`src/rtl/pipe_hazard_ctrl.sv`:
```
// Hazard/sequencing controller: operand forwarding selects, load-use stall, branch flush, MDU sequencing FSM.
// Latency: forwarding, stall and flush are combinational (zero cycles); MDU result valid MUL/DIV_CYCLES+1 cycles after start.
// Backpressure: Stall holds PC and IF/ID and bubbles ID/EX on load-use or MDU-busy conflicts; Flush (branch) overrides Stall.
//
// Ports:
//   i_clk, i_clrn                  clock, synchronous active-low reset (all outputs forced 0 while low)
//   i_d_rs/rt, i_d_use_rs/rt       decode source registers and whether they are really read
//   i_d_md_start/op/read           decode mult/div start, op (0 mul, 1 div), HI/LO read
//   i_e_rd/wreg/mem2reg            EX destination, write enable, load flag
//   i_m_rd/wreg/mem2reg            MEM destination, write enable, load flag
//   i_e_branch_taken               branch resolved taken in EX
//   o_fwd_sel_a/b                  00 regfile, 01 EX ALU result, 10 MEM ALU result, 11 MEM load data
//   o_stall, o_flush               pipeline hold / squash
//   o_md_busy, o_md_done, o_md_count   MDU executing, one-cycle done pulse, remaining cycles - 1
//
// Build option: MDU_DIV_EN. When defined, divides run through a DIV state for DIV_CYCLES.
// When undefined, a divide start goes straight to DONE (the datapath writes 0 to HI/LO).

module pipe_hazard_ctrl #(
    parameter int MUL_CYCLES = 4,
    parameter int DIV_CYCLES = 32,
    parameter int CNT_W      = 6
) (
    input  logic             i_clk,
    input  logic             i_clrn,
    input  logic [4:0]       i_d_rs,
    input  logic [4:0]       i_d_rt,
    input  logic             i_d_use_rs,
    input  logic             i_d_use_rt,
    input  logic             i_d_md_start,
    input  logic             i_d_md_op,
    input  logic             i_d_md_read,
    input  logic [4:0]       i_e_rd,
    input  logic [4:0]       i_m_rd,
    input  logic             i_e_wreg,
    input  logic             i_m_wreg,
    input  logic             i_e_mem2reg,
    input  logic             i_m_mem2reg,
    input  logic             i_e_branch_taken,
    output logic [1:0]       o_fwd_sel_a,
    output logic [1:0]       o_fwd_sel_b,
    output logic             o_stall,
    output logic             o_flush,
    output logic             o_md_busy,
    output logic             o_md_done,
    output logic [CNT_W-1:0] o_md_count
);

    // Counter must be able to hold the longest load value (cycles - 1).
    generate
        if ((MUL_CYCLES < 1) || (DIV_CYCLES < 1) ||
            ((MUL_CYCLES - 1) >= (1 << CNT_W)) || ((DIV_CYCLES - 1) >= (1 << CNT_W))) begin : g_bad_params
            $error("pipe_hazard_ctrl: MUL_CYCLES/DIV_CYCLES must be >= 1 and fit CNT_W");
        end
    endgenerate

    // FSM encoding. 2'd2 is left unused when the divider is not built.
    localparam logic [1:0] ST_IDLE = 2'd0;
    localparam logic [1:0] ST_MUL  = 2'd1;
`ifdef MDU_DIV_EN
    localparam logic [1:0] ST_DIV  = 2'd2;
`endif
    localparam logic [1:0] ST_DONE = 2'd3;

    localparam logic [CNT_W-1:0] CNT_ZERO = '0;
    localparam logic [CNT_W-1:0] CNT_ONE  = CNT_W'(1);
    localparam logic [CNT_W-1:0] MUL_LOAD = CNT_W'(MUL_CYCLES - 1);
`ifdef MDU_DIV_EN
    localparam logic [CNT_W-1:0] DIV_LOAD = CNT_W'(DIV_CYCLES - 1);
`endif

    logic [1:0]       r_state;
    logic [CNT_W-1:0] r_cnt;
    logic [1:0]       w_state_nxt;
    logic [CNT_W-1:0] w_cnt_nxt;

    // ------------------------------------------------------------------
    // Register match detection. r0 is hard-wired zero, so a write to it
    // never creates a dependency.
    // ------------------------------------------------------------------
    logic w_e_hit_rs, w_e_hit_rt, w_m_hit_rs, w_m_hit_rt;

    assign w_e_hit_rs = i_d_use_rs && (i_e_rd == i_d_rs) && (i_e_rd != 5'd0);
    assign w_e_hit_rt = i_d_use_rt && (i_e_rd == i_d_rt) && (i_e_rd != 5'd0);
    assign w_m_hit_rs = i_d_use_rs && (i_m_rd == i_d_rs) && (i_m_rd != 5'd0);
    assign w_m_hit_rt = i_d_use_rt && (i_m_rd == i_d_rt) && (i_m_rd != 5'd0);

    // Youngest producer wins. An EX-stage load cannot forward (its data
    // does not exist yet); that case falls through and is covered by the
    // load-use stall instead.
    function automatic logic [1:0] fwd_sel(input logic e_hit, input logic m_hit);
        logic [1:0] sel;
        sel = 2'b00;
        if (e_hit && i_e_wreg && !i_e_mem2reg) begin
            sel = 2'b01;
        end else if (m_hit && i_m_wreg && i_m_mem2reg) begin
            sel = 2'b11;
        end else if (m_hit && i_m_wreg) begin
            sel = 2'b10;
        end
        return sel;
    endfunction

    logic [1:0] w_fwd_a, w_fwd_b;

    assign w_fwd_a = fwd_sel(w_e_hit_rs, w_m_hit_rs);
    assign w_fwd_b = fwd_sel(w_e_hit_rt, w_m_hit_rt);

    // ------------------------------------------------------------------
    // Stall sources
    // ------------------------------------------------------------------
    logic w_load_stall, w_md_stall, w_state_busy, w_md_accept;

    // r0 is already excluded by the hit terms.
    assign w_load_stall = i_e_wreg && i_e_mem2reg && (w_e_hit_rs || w_e_hit_rt);

`ifdef MDU_DIV_EN
    assign w_state_busy = (r_state == ST_MUL) || (r_state == ST_DIV);
`else
    assign w_state_busy = (r_state == ST_MUL);
`endif

    // HI/LO readers and new starts must wait while the unit is running;
    // in DONE the result is already valid so both may proceed.
    assign w_md_stall = (i_d_md_start || i_d_md_read) && w_state_busy;

    // A start squashed by a taken branch, or held by any stall, must not
    // launch the unit: it will be re-presented when decode advances.
    assign w_md_accept = i_d_md_start && !w_load_stall && !w_md_stall && !i_e_branch_taken;

    // ------------------------------------------------------------------
    // MDU sequencing FSM
    // ------------------------------------------------------------------
    always_comb begin
        w_state_nxt = ST_IDLE;
        w_cnt_nxt   = CNT_ZERO;
        if (w_state_busy) begin
            // MUL or DIV: count down to zero, then present the result.
            if (r_cnt == CNT_ZERO) begin
                w_state_nxt = ST_DONE;
                w_cnt_nxt   = CNT_ZERO;
            end else begin
                w_state_nxt = r_state;
                w_cnt_nxt   = r_cnt - CNT_ONE;
            end
        end else if ((r_state == ST_IDLE) || (r_state == ST_DONE)) begin
            if (w_md_accept) begin
                if (!i_d_md_op) begin
                    w_state_nxt = ST_MUL;
                    w_cnt_nxt   = MUL_LOAD;
                end else begin
`ifdef MDU_DIV_EN
                    w_state_nxt = ST_DIV;
                    w_cnt_nxt   = DIV_LOAD;
`else
                    // No divider: complete immediately, HI/LO written as 0.
                    w_state_nxt = ST_DONE;
                    w_cnt_nxt   = CNT_ZERO;
`endif
                end
            end
        end
        // Any unused encoding falls back to IDLE via the defaults.
    end

    // Reset aborts any operation in flight.
    always_ff @(posedge i_clk) begin
        if (!i_clrn) begin
            r_state <= ST_IDLE;
            r_cnt   <= CNT_ZERO;
        end else begin
            r_state <= w_state_nxt;
            r_cnt   <= w_cnt_nxt;
        end
    end

    // ------------------------------------------------------------------
    // Outputs: everything is held at zero while reset is asserted, so the
    // pipeline sees no stall/flush/forwarding during reset.
    // ------------------------------------------------------------------
    assign o_fwd_sel_a = i_clrn ? w_fwd_a : 2'b00;
    assign o_fwd_sel_b = i_clrn ? w_fwd_b : 2'b00;
    assign o_flush     = i_clrn && i_e_branch_taken;
    assign o_stall     = i_clrn && (w_load_stall || w_md_stall) && !i_e_branch_taken;
    assign o_md_busy   = i_clrn && w_state_busy;
    assign o_md_done   = i_clrn && (r_state == ST_DONE);
    assign o_md_count  = (i_clrn && w_state_busy) ? r_cnt : CNT_ZERO;

endmodule

```
`config.mk`:
```
export PLATFORM = sky130hd
export DESIGN_NAME = pipe_hazard_ctrl
export DESIGN_NICKNAME = d
export VERILOG_FILES = /design/src/rtl/pipe_hazard_ctrl.sv
export SDC_FILE = /design/constraint.sdc
export NUM_CORES = 1
export LEC_CHECK = 0
export CAP_MARGIN = 20
export CORE_MARGIN = 8
export CORE_UTILIZATION = 40
export DETAILED_ROUTE_END_ITERATION = 6
export GPL_TIMING_DRIVEN = 0
export MAX_ROUTING_LAYER = met4
export PLACE_DENSITY = 0.82
export SETUP_SLACK_MARGIN = 0.15
export SLEW_MARGIN = 30
export SYNTH_ARGS = -nofsm -noshare
export SYNTH_HDL_FRONTEND = slang
export SYNTH_SLANG_ARGS = --single-unit
export TNS_END_PERCENT = 5
```
`constraint.sdc`:
```
create_clock -name i_clk -period 4.71 [get_ports i_clk]
set_clock_uncertainty 0.1 [all_clocks]
set_input_delay 0.7065 -clock i_clk [delete_from_list [all_inputs] [get_ports i_clk]]
set_output_delay 0.7065 -clock i_clk [all_outputs]
set_load 0.1 [all_outputs]
```
* Yosys cells after proc, flatten, opt, wreduce, memory -nomap -nowiden
Index checks and enable logic that the tools add are counted.
Word-level totals: register bits 8, input port bits 32
Cells by class: add/sub/neg operators 1, equality and inequality tests 7, mux-type cells 19, reductions and logical operators 39
Operators by type and width (count):
- $mux W2 | 16
- $logic_and A1 B1 Y1 | 27
- $eq A5 B5 Y1 | 4
- $mux W6 | 3
- $reduce_bool A5 Y1 | 2
- $logic_not A6 Y1 | 1
- $sub A6 B1 Y6 const B | 1
- $logic_not A1 Y1 | 4
- $logic_or A1 B1 Y1 | 4
- $eq A2 B1 Y1 const B | 1
- $eq A2 B2 Y1 const B | 1
- $logic_not A2 Y1 | 1
- $ne A2 B1 Y1 const B | 1

* Depth between registers and ports, before layout
depth after elaboration 12, gate-level depth with buffers 7, gate-level depth less buffers 7

* Worst setup path before layout
Ideal clock, no wire load.
path kind input -> output, from input i_e_rd[1], to output o_fwd_sel_a[1], arrival time 3.641 ns, slack 0.262 ns, stages 4, buffers on the path 0, cell sequence or4_1 nor2_2 nor3_1 a21boi_0
On the way: word-level cells in the longest chain between the ends 7, elaborated cells between the ends (all ways) 8, those cells by class eq/ne (1); mux (2); reduce/logical (5)
RTL lines:
- start, declared | line 33 | input logic [4:0] i_e_rd,
- $eq A5 B5 Y1 | line 83 | assign w_e_hit_rs = i_d_use_rs && (i_e_rd == i_d_rs) && (i_e_rd != 5'd0);
- $logic_and A1 B1 Y1 | line 83
- $logic_and A1 B1 Y1 (*) | line 83
- $logic_and A1 B1 Y1 (*) (2 in a row) | line 94 | if (e_hit && i_e_wreg && !i_e_mem2reg) begin
- $mux W2 (*) | line 94
- $mux W2 (*) | line 181 | assign o_fwd_sel_a = i_clrn ? w_fwd_a : 2'b00;
- end, declared | line 40 | output logic [1:0] o_fwd_sel_a,
Every way passes the cells marked *; elsewhere a longest branch is shown, timed or not.

* Worst setup path after layout
from input i_e_rd[3], to output o_stall
On the way: word-level cells in the longest chain between the ends 8, elaborated cells between the ends (all ways) 12, those cells by class eq/ne (2); reduce/logical (10)
RTL lines:
- $eq A5 B5 Y1, on equally long branches | line 83, 84
- $logic_and A1 B1 Y1, on equally long branches (2 in a row) | line 83, 84
- $logic_or A1 B1 Y1 (*) | line 115 | assign w_load_stall = i_e_wreg && i_e_mem2reg && (w_e_hit_rs || w_e_hit_rt);
- $logic_and A1 B1 Y1 (*) | line 115
- $logic_or A1 B1 Y1 (*) | line 184 | assign o_stall = i_clrn && (w_load_stall || w_md_stall) && !i_e_branch_taken;
- $logic_and A1 B1 Y1 (*) (2 in a row) | line 184
- end, declared | line 42 | output logic o_stall,
Marked as above.

==> impl_metrics.toml <==
[detailed_routing]
wl_per_cell_um = 13.4
num_vias = 932
routed_wl_um = 2400
drt-vias-per-instance = 5.21
ant_nets = 0
drc = 0
dr.pass1.iters = 4
drt_iter0_markers = 14

[setup_path]
worst_path_most_repeated_cell = "clkdlybuf4s50_1"
worstPathMaxFanout = 3
critPathTopFamily = "buffers and inverters"
worst_setup_path_start_kind = "input port"
path_cells = "clkdlybuf4s50_1, xnor2_1, nand2_1, or3_1, a21o_1, a21oi_1, clkdlybuf4s50_1"
worstSetupPathType = "input port to output pin"
cp_slowest_cell = "clkdlybuf4s50_1"
crit_arrival_ns = 3.38
max_stage_delay_ns = 1.15
endpoint_kind = "output pin"
path_buf_inv = 2
cp_data_required_time_ns = 3.90

[pwr]
cellLeakagePower_uw = 0.000489
p_sw_frac = 0.343
p_comb_frac = 0.458
seq_power_share = 0.322
p_sw_uw = 81.0
clockPowerShare = 0.220
p_total_uw = 236
p_int_uw = 155
vdd_drop_max_mv = 0.113
power.density_mw_per_mm2 = 181

[grt]
antenna_found_initial = 0
grt_max_degree = 11
grt_first_pass_wirelength_um = 3980
grt_pass1_vias = 985
overflow = 0
grt_use_total = 0.142

[sta]
worst_slew_pin_slew_ns = 1.00
final.setup.worst_slack_ns = 0.524
slew_violations = 0
setup_tns_ns = 0
fmax_mhz = 239
post-route-period-util = 0.889
timing_hold_violations_final = 0
rsz0062_at_grt = "false"
setup_violations = 0
finalCriticalPeriod_ns = 4.19
relSlewSlack = 0.331

[place]
place_congestion = 0.867
placedInstanceArea_mm2 = 0.00128
dp_hpwl_um = 2190
dp.cells = 176
portBuffers = 45
preCtsSetupSlack_ns = 0.519

[finish]
final_cell_mix = "clkdlybuf4s50_1 (45), xnor2_1 (22), nand2_1 (10), nor2_1 (10), dfxtp_1 (8)"
syn2layout_area_growth_pct = 63.3
mostFrequentLayoutCell = "clkdlybuf4s50_1"
layout.nets = 190
instances_no_fill = 179
drive_above_1_share = 0.0461
fillers = 173
final_cell_area_mm2 = 0.00131
diodes = 0

[clock_tree]
ctsResizeCount = 0
post_cts_buffers = 0
cts_hold_buf = 0
clkTransAtPathRegs_ns = 0.05
cts_buffers = 3
cts_root_buf = "clkbuf_4"
max-clock-path-buffers = 2
clock-sinks = 8
worstSkewPairLatency_ns = 0.26
htree_levels = 1
cts_tree = "built"

[floorplanning]
die-area_mm2 = 0.00369
chipWidth_um = 60.7
core_region_area_mm2 = 0.00192
start_util = 0.417
die_h_um = 60.7
io_pins = 46
fp-row-count = 16

[synth]
syn_inst = 104
synth_top_cell_area_share = 0.241
synth_ff_type = "dfxtp_1"
synth.area.top_cells = "xnor2_1 (24%), dfxtp_1 (20%), ha_1 (6.3%)"
synth_edf_count = 0
syn_area_um2 = 801
synth_area_leader_cell = "xnor2_1"
synth_cell_type_count = 29
ys_seq_elements = 8
syn_area_per_cell_um2 = 7.70
yosysWarnings = 0
async_flop_share = 0
ys_seq_area_frac = 0.200
synth_nets = 140

[hold_path]
hold_class = "flip-flop to flip-flop"

[run_status]
status = "complete, no violations"

[job]
cap_violations = 0
==> stage by stage <==
stage	hold WS, ns	util
CTS	0.400	0.680
global placement	0.385	0.669
detailed placement	0.387	0.669
finish	0.399	0.680
floorplan	0.362	-
global route	0.423	0.680
==> metal layers <==
layer / global-route usage / part of all wire / up-vias
met2: 0.250 / 0.49 / 46
li1: - / - / 464
met3: 0.0127 / 0.048 / 7
met1: 0.152 / 0.44 / 415
met5: - / 0 / -
met4: 0.0797 / 0.027 / 0
==> logic make-up after synthesis <==
kind of cell / after synthesis / synth area share
XOR/XNOR: 24 / 0.262
buffers and inverters: 6 / 0.0281
AND/OR/NAND/NOR: 49 / 0.327
flip-flops: 8 / 0.200
adder cells (fa/ha/maj): 4 / 0.0625
AO/OA/AOI/OAI: 13 / 0.120
==> layout make-up <==
class                           count  area [um^2]  share of cell area
Multi-Input combinational cell     90          618               0.473
Timing Repair Buffer               45          450               0.344
Sequential cell                     8          160               0.122
Tap cell                           27         33.8              0.0258
Clock buffer                        3         22.5              0.0172
Inverter                            4         15.0              0.0115
Buffer                              2         7.51             0.00574
==> Yosys cell counts (2+ instances only) <==
library cell  number
xnor2_1           22
xor2_1             2
nand2_1           10
o211ai_1           3
or4_1              2
nand3_1            3
clkbuf_1           2
or3_1              3
nor3_1             6
o21ai_0            2
and3_1             4
nand4_1            4
a21boi_0           2
nor2_1            10
a32o_1             2
inv_1              4
ha_1               4
dfxtp_1            8
==> sequential cells by signal, summed over array words and instances, names as in the netlist <==
register  count
r_cnt         6
r_state       2
==> worst reg2reg max path, cell delays in order (launching register included) <==
cell      delay (ns)
dfxtp_1         0.36
inv_1           0.06
ha_1            0.26
nand2_1         0.05
or3_4           0.34
or4b_4          0.49
o211ai_1        0.09
==> power by group through the flow <==
stage / registers, uW / logic [uW] / clock network [uW]
after global placement: 77.1 / 106 / 0
after floorplan: 76.3 / 63.6 / 0
after CTS: 76.0 / 109 / 53.6
after detailed placement: 77.4 / 108 / 0
final: 76.0 / 108 / 52.0
after global routing: 76.5 / 119 / 58.5
==> final timing paths <==
kind         startpoint  endpoint  slack, ns  cells after the start
max           i_e_rd[3]   o_stall       0.52                      7
min            r_cnt[0]  r_cnt[0]       0.40                      1
max reg2reg  r_state[1]  r_cnt[0]       2.88                      6
min reg2reg    r_cnt[0]  r_cnt[0]       0.40                      1
No activity file was read; power rests on OpenSTA's default activity.
